$ cat config.mk
export PLATFORM = sky130hd
export DESIGN_NAME = mips_cpu_hilo_seq_unit
export DESIGN_NICKNAME = d
export VERILOG_FILES = /design/src/rtl/mips_cpu_hilo_seq_unit.sv
export SDC_FILE = /design/constraint.sdc
export NUM_CORES = 1
export LEC_CHECK = 0
export BUFFER_PORTS_ARGS = -buffer_cell sky130_fd_sc_hd__buf_2
export CAP_MARGIN = 20
export CORE_MARGIN = 2
export CORE_UTILIZATION = 60
export CTS_CLUSTER_DIAMETER = 40
export DETAILED_ROUTE_END_ITERATION = 8
export PLACE_DENSITY = 0.82
export SLEW_MARGIN = 0
export SYNTH_ARGS = -nofsm -noshare
export SYNTH_HDL_FRONTEND = slang
export SYNTH_SLANG_ARGS = --single-unit
$ cat constraint.sdc
create_clock -name clk -period 3.95 [get_ports clk]
set_input_delay 0 -clock clk [delete_from_list [all_inputs] [get_ports clk]]
set_output_delay 0 -clock clk [all_outputs]
set_load 0.02 [all_outputs]
$ cat src/rtl/mips_cpu_hilo_seq_unit.sv
// Multi-cycle HI/LO unit: shift-add multiplier, restoring divider and MFHI/MFLO read port with stall.
// Optional divide-by-zero flag behaviour selected by MIPS_HILO_DIV_ZERO_FLAG_EN.
module mips_cpu_hilo_seq_unit #(
    parameter int WIDTH = 32
) (
    input  logic             clk,
    input  logic             reset,
    input  logic             start,
    input  logic [2:0]       op,
    input  logic [WIDTH-1:0] a,
    input  logic [WIDTH-1:0] b,
    output logic             ready,
    output logic             busy,
    input  logic             rd_en,
    input  logic             rd_sel,
    output logic [WIDTH-1:0] rd_data,
    output logic             stall,
    output logic [WIDTH-1:0] hi,
    output logic [WIDTH-1:0] lo,
    output logic             div_zero
);

    localparam int            CW        = (WIDTH > 1) ? $clog2(WIDTH) : 1;
    localparam logic [CW-1:0] LAST_STEP = CW'(WIDTH - 1);

    typedef enum logic [1:0] {IDLE, RUN, FIX} state_t;

    state_t           state_q, state_d;
    logic [CW-1:0]    count_q;
    logic [WIDTH-1:0] rem_q, quo_q, opb_q;
    logic             mul_q, neg_q, neg_r_q, zdiv_q;

    logic             accept, is_muldiv, is_mult, a_neg, b_neg, b_zero, skip_run;
    logic [WIDTH-1:0] a_mag, b_mag;
    logic [WIDTH:0]   mul_sum, div_shift;
    logic             div_ge;
    logic [2*WIDTH-1:0] prod;

    assign is_muldiv = ~op[2];
    assign is_mult   = op[0];
    assign a_neg     = op[1] & a[WIDTH-1];
    assign b_neg     = op[1] & b[WIDTH-1];
    assign a_mag     = a_neg ? -a : a;
    assign b_mag     = b_neg ? -b : b;
    assign b_zero    = (b == '0);

    assign busy    = (state_q != IDLE);
    assign ready   = ~busy;
    assign accept  = start & ~busy;
    assign stall   = rd_en & busy;
    assign rd_data = rd_sel ? hi : lo;

`ifdef MIPS_HILO_DIV_ZERO_FLAG_EN
    assign skip_run = ~is_mult & b_zero;
`else
    assign skip_run = 1'b0;
`endif

    // Multiply step: conditional add of the multiplicand, then shift {rem,quo} right.
    assign mul_sum   = {1'b0, rem_q} + (quo_q[0] ? {1'b0, opb_q} : '0);
    // Divide step: shift the next dividend bit into the partial remainder.
    assign div_shift = {rem_q, quo_q[WIDTH-1]};
    assign div_ge    = (div_shift >= {1'b0, opb_q});
    assign prod      = {rem_q, quo_q};

    // NOTE: default assignments first so every path drives state_d and no latch is inferred.
    always_comb begin
        state_d = state_q;
        case (state_q)
            IDLE:    if (accept && is_muldiv) state_d = skip_run ? FIX : RUN;
            RUN:     if (count_q == LAST_STEP) state_d = FIX;
            FIX:     state_d = IDLE;
            default: state_d = IDLE;
        endcase
    end

    // NOTE: sequential state uses non-blocking assignments so all registers update together.
    always_ff @(posedge clk) begin
        if (reset) state_q <= IDLE;
        else       state_q <= state_d;
    end

    always_ff @(posedge clk) begin
        if (reset) begin
            hi      <= '0;
            lo      <= '0;
            rem_q   <= '0;
            quo_q   <= '0;
            opb_q   <= '0;
            count_q <= '0;
            mul_q   <= 1'b0;
            neg_q   <= 1'b0;
            neg_r_q <= 1'b0;
            zdiv_q  <= 1'b0;
        end else begin
            case (state_q)
                IDLE: begin
                    count_q <= '0;
                    if (accept) begin
                        case (op)
                            3'b000, 3'b001, 3'b010, 3'b011: begin
                                rem_q   <= '0;
                                quo_q   <= is_mult ? b_mag : a_mag;
                                opb_q   <= is_mult ? a_mag : b_mag;
                                mul_q   <= is_mult;
                                neg_q   <= a_neg ^ b_neg;
                                neg_r_q <= a_neg;
                                zdiv_q  <= ~is_mult & b_zero;
                            end
                            3'b100:  hi <= a;
                            3'b101:  lo <= a;
                            default: ;
                        endcase
                    end
                end
                RUN: begin
                    count_q <= count_q + 1'b1;
                    if (mul_q) begin
                        rem_q <= mul_sum[WIDTH:1];
                        quo_q <= {mul_sum[0], quo_q[WIDTH-1:1]};
                    end else if (div_ge) begin
                        rem_q <= div_shift[WIDTH-1:0] - opb_q;
                        quo_q <= {quo_q[WIDTH-2:0], 1'b1};
                    end else begin
                        rem_q <= div_shift[WIDTH-1:0];
                        quo_q <= {quo_q[WIDTH-2:0], 1'b0};
                    end
                end
                FIX: begin
`ifdef MIPS_HILO_DIV_ZERO_FLAG_EN
                    if (!zdiv_q) begin
`else
                    begin
`endif
                        if (mul_q) begin
                            {hi, lo} <= neg_q ? -prod : prod;
                        end else begin
                            // A zero divisor leaves an all-ones quotient regardless of signs.
                            lo <= (neg_q && !zdiv_q) ? -quo_q : quo_q;
                            hi <= neg_r_q ? -rem_q : rem_q;
                        end
                    end
                end
                default: ;
            endcase
        end
    end

`ifdef MIPS_HILO_DIV_ZERO_FLAG_EN
    logic dz_q;

    always_ff @(posedge clk) begin
        if (reset)       dz_q <= 1'b0;
        else if (accept) dz_q <= is_muldiv & skip_run;
    end

    assign div_zero = dz_q;
`else
    assign div_zero = 1'b0;
`endif

endmodule

==> results.toml <==
[global_route]
global_route_usage_over_all_layers = 0.413
largest_net_degree_at_the_start_of_global_routing = 80
antenna_violations_before_repair = 0
first_pass_grt_wire_length_um = 84900
grt_overflow_total = 0
first_global_vias = 14900

[pwr]
ir_drop_v = 0.000718
p_clk_frac = 0.142
combinationalPowerShare = 0.681
p_switching_mw = 6.31
netSwitchingFraction = 0.506
power-per-cell-area_nw_per_um2 = 736
power.leakage_nw = 7.16
internal_power_mw = 6.17
p_seq_frac = 0.177

[cells_and_area]
design.final.nets = 2306
mostFrequentLayoutCells = "279 x nor2_1, 182 x nand2_1, 180 x a21oi_1"
post-route-util = 0.699
post_route_cells_drive_above_1_share = 0.156
antenna_cells = 0
area_growth_pct = 14.5
layout_commonest_cell = "nor2_1"
design_area_um2 = 17000

[placement]
dpl-instance-area_um2 = 16100
place_congestion = 1.05
detail_placement_hpwl_um = 41700
place.port_buffers = 170

[clock_tree]
cts_buffers = 17
ctsHtreeMaxLevel = 4
cts-root-buf = "clkbuf_16"
clk_transition_reported_paths_ns = 0.08
maximum_count_of_clock_buffers_along_a_single_path = 2
setup_bufs_post_cts = 0
tritoncts_num_sinks = 171
tritoncts_clock_tree = "built"
clk_latency_ns = 0.45

[synth]
synth_top_cells_by_area = "dfxtp_1 23%, nor2_1 7.2%, a21oi_1 6.1%, ha_1 5.9%, xnor2_1 5.1%"
synth.avg_cell_area_um2 = 7.32
summed_instance_area_of_the_synthesized_netlist_um2 = 14800
postSynthNetCount = 2165
post_synth_inst_count = 2021
yosysTopAreaCell = "dfxtp_1"
synth.yosys.seq_area_share = 0.231
yosys_warnings = 0
dominantRegCellSynth = "dfxtp_1"
synth-edff-count = 0
share_of_yosys_cell_area_claimed_by_the_top_area_cell_type = 0.231
yosys.cell_types.count = 76
synth.ff_latch_count = 171
synth_async_sr_flop_share = 0

[worst_setup_path]
crit_path_top_delay_cell = "or4_1"
critical-path-top-delay-family = "compound AO/OA/AOI/OAI gates"
r2r_cells = 14
r2r_start = "quo_q[0]$_SDFFE_PP0P_"
cp-end-kind = "flip-flop"
critical_path_required_ns = 4.32
r2r-end = "rem_q[31]$_SDFFE_PP0P_"
worst_setup_path_start_kind = "flip-flop"
worst-setup-path-type = "reg2reg"
critPathBufInv = 2
timing.critical_path.arrival_ns = 4.09
path_depth = 14
cp_cell_sequence = "and2_1 > ha_1 > inv_1 > fa_1 > nand2b_1 > a21oi_1 > o21ai_0 > a21boi_2 > a211oi_1 > buf_4 > o31ai_2 > a31oi_1 > or4_1 > a22oi_1"
timing.critical_path.fanout_max = 7
cp-startpoint = "quo_q[0]$_SDFFE_PP0P_"
cp_slowest_stage_delay_ns = 0.49
reg2reg_setup_slack_ns = 0.22

[hold_path]
worstHoldPathCells = 5
worstHoldStart = "b[8]"
hold_endpoint = "opb_q[8]$_SDFFE_PP0P_"
worst_hold_path_type = "in2reg"

[sta]
max_slew.worst_pin.slew_ns = 0.839
timing.final.crit_share = 0.944
layout_min_cycle_time_ns = 3.73
setup_viol = 0
fmax_ghz = 0.268
final.hold.worst_slack_ns = -0.00659
finalSetupTns_ns = 0
unrepaired_setup_endpoints_after_global_routing = "no"
max_slew_margin = 0.441
slew_violations = 0
final-hold-violation-count = 1
final_skew_ns = 0.0192

[floorplanning]
fp.dieW_um = 161
floorplan.initialDensity = 0.610
placeableCoreArea_um2 = 24200
floorplan.die_area_um2 = 25900
die_h_um = 161
core.rowCount = 57
design.portCount = 172

[detailed_routing]
drt_iter0_markers = 2527
remaining_antenna_violation_count_after_routing = 0
detailroute.via_count = 16500
detailedRoute.firstPassIterationCount = 6
via_per_inst = 6.61
remaining_design_rule_violation_count = 0
routedWlPerCell_um = 22.0
wirelength_um = 54900

[status]
outcome = "finished, violations left"
violations = "hold timing"

[job]
cap_viol_max_count = 0
==> cells by family after synthesis <==
kind of cell	count (synthesis)	share of synthesized area
compound gates	591	0.263
buf+inv	216	0.0550
other cells	1	0.000253
simple gates	691	0.211
xor+xnor	169	0.100
flops	171	0.231
fa+ha+maj	72	0.0619
mux	110	0.0781
==> how the worst max path moves through the flow <==
| stage | end |
|---|---|
| after floorplan | rem_q[31]$_SDFFE_PP0P_ |
| after global placement | rem_q[31]$_SDFFE_PP0P_ |
| after detailed placement | rem_q[31]$_SDFFE_PP0P_ |
| after CTS | rem_q[31]$_SDFFE_PP0P_ |
| after global routing | rem_q[31]$_SDFFE_PP0P_ |
| final | rem_q[31]$_SDFFE_PP0P_ |
==> sequential cells by signal, indices dropped and copies added, names as in the netlist <==
signal,cells
zdiv_q,1
state_q,2
quo_q,32
neg_r_q,1
hi,32
count_q,5
rem_q,32
mul_q,1
neg_q,1
opb_q,32
lo,32
==> cell usage after synthesis, types with 27 or more instances <==
cell and n:
a31oi_1 27, a211oi_1 68, mux2_2 44, nand3_1 45, nor3_1 47, a21oi_1 180, ha_1 70, xor2_1 83
a21o_1 31, nand2_1 182, nor2_1 282, o21ai_0 96, mux2i_1 66, inv_1 69, dfxtp_1 171, xnor2_1 86
o211ai_1 40, clkbuf_1 133
==> metal layers <==
metal,vias to the layer above,global-route usage,routed length [um]
li1,7591,-,-
met3,149,0.109,7130
met1,7697,0.565,22300
met4,0,0.166,2210
met2,1083,0.620,23300
met5,-,0,0
==> power by group through the flow <==
stage               logic (mW)  registers [mW]  clock network [mW]
floorplan                 5.55            2.19                   0
global placement          8.05            2.22                   0
detailed placement        8.15            2.23                   0
CTS                       8.23            2.19                1.75
global route              9.13            2.23                1.82
finish                    8.49            2.21                1.77
==> tightest hold or removal path, delay by kind of cell <==
kind	cells	cell delay [ns]
simple gates	2	0.14
xor+xnor	1	0.09
buf+inv	1	0.11
compound gates	1	0.08
==> cell type report <==
cell class | instances | area [um^2]
multi-input cells | 1634 | 10600
fillers | 2030 | 7300
flip-flops and latches | 171 | 3420
repair buffers | 267 | 1670
clock buffers | 19 | 443
well taps | 324 | 405
inverters | 71 | 267
clock inverters | 13 | 149
==> stage by stage <==
stage               std cells  worst slack, ns  total power, mW
floorplan                2021            0.733             7.74
global placement         2437            0.181             10.3
detailed placement       2437           0.0592             10.4
CTS                      2499           0.0482             12.2
global route             2499         0.000869             13.2
finish                   2499            0.222             12.5
==> timing repair <==
item | CTS | global route
gates resized for setup | 0 | 2
hold buffers | 30 | 0
setup endpoints to repair | 0 | 3
endpoints found under the hold margin | 39 | 0
(Power assumes the default switching activity.)
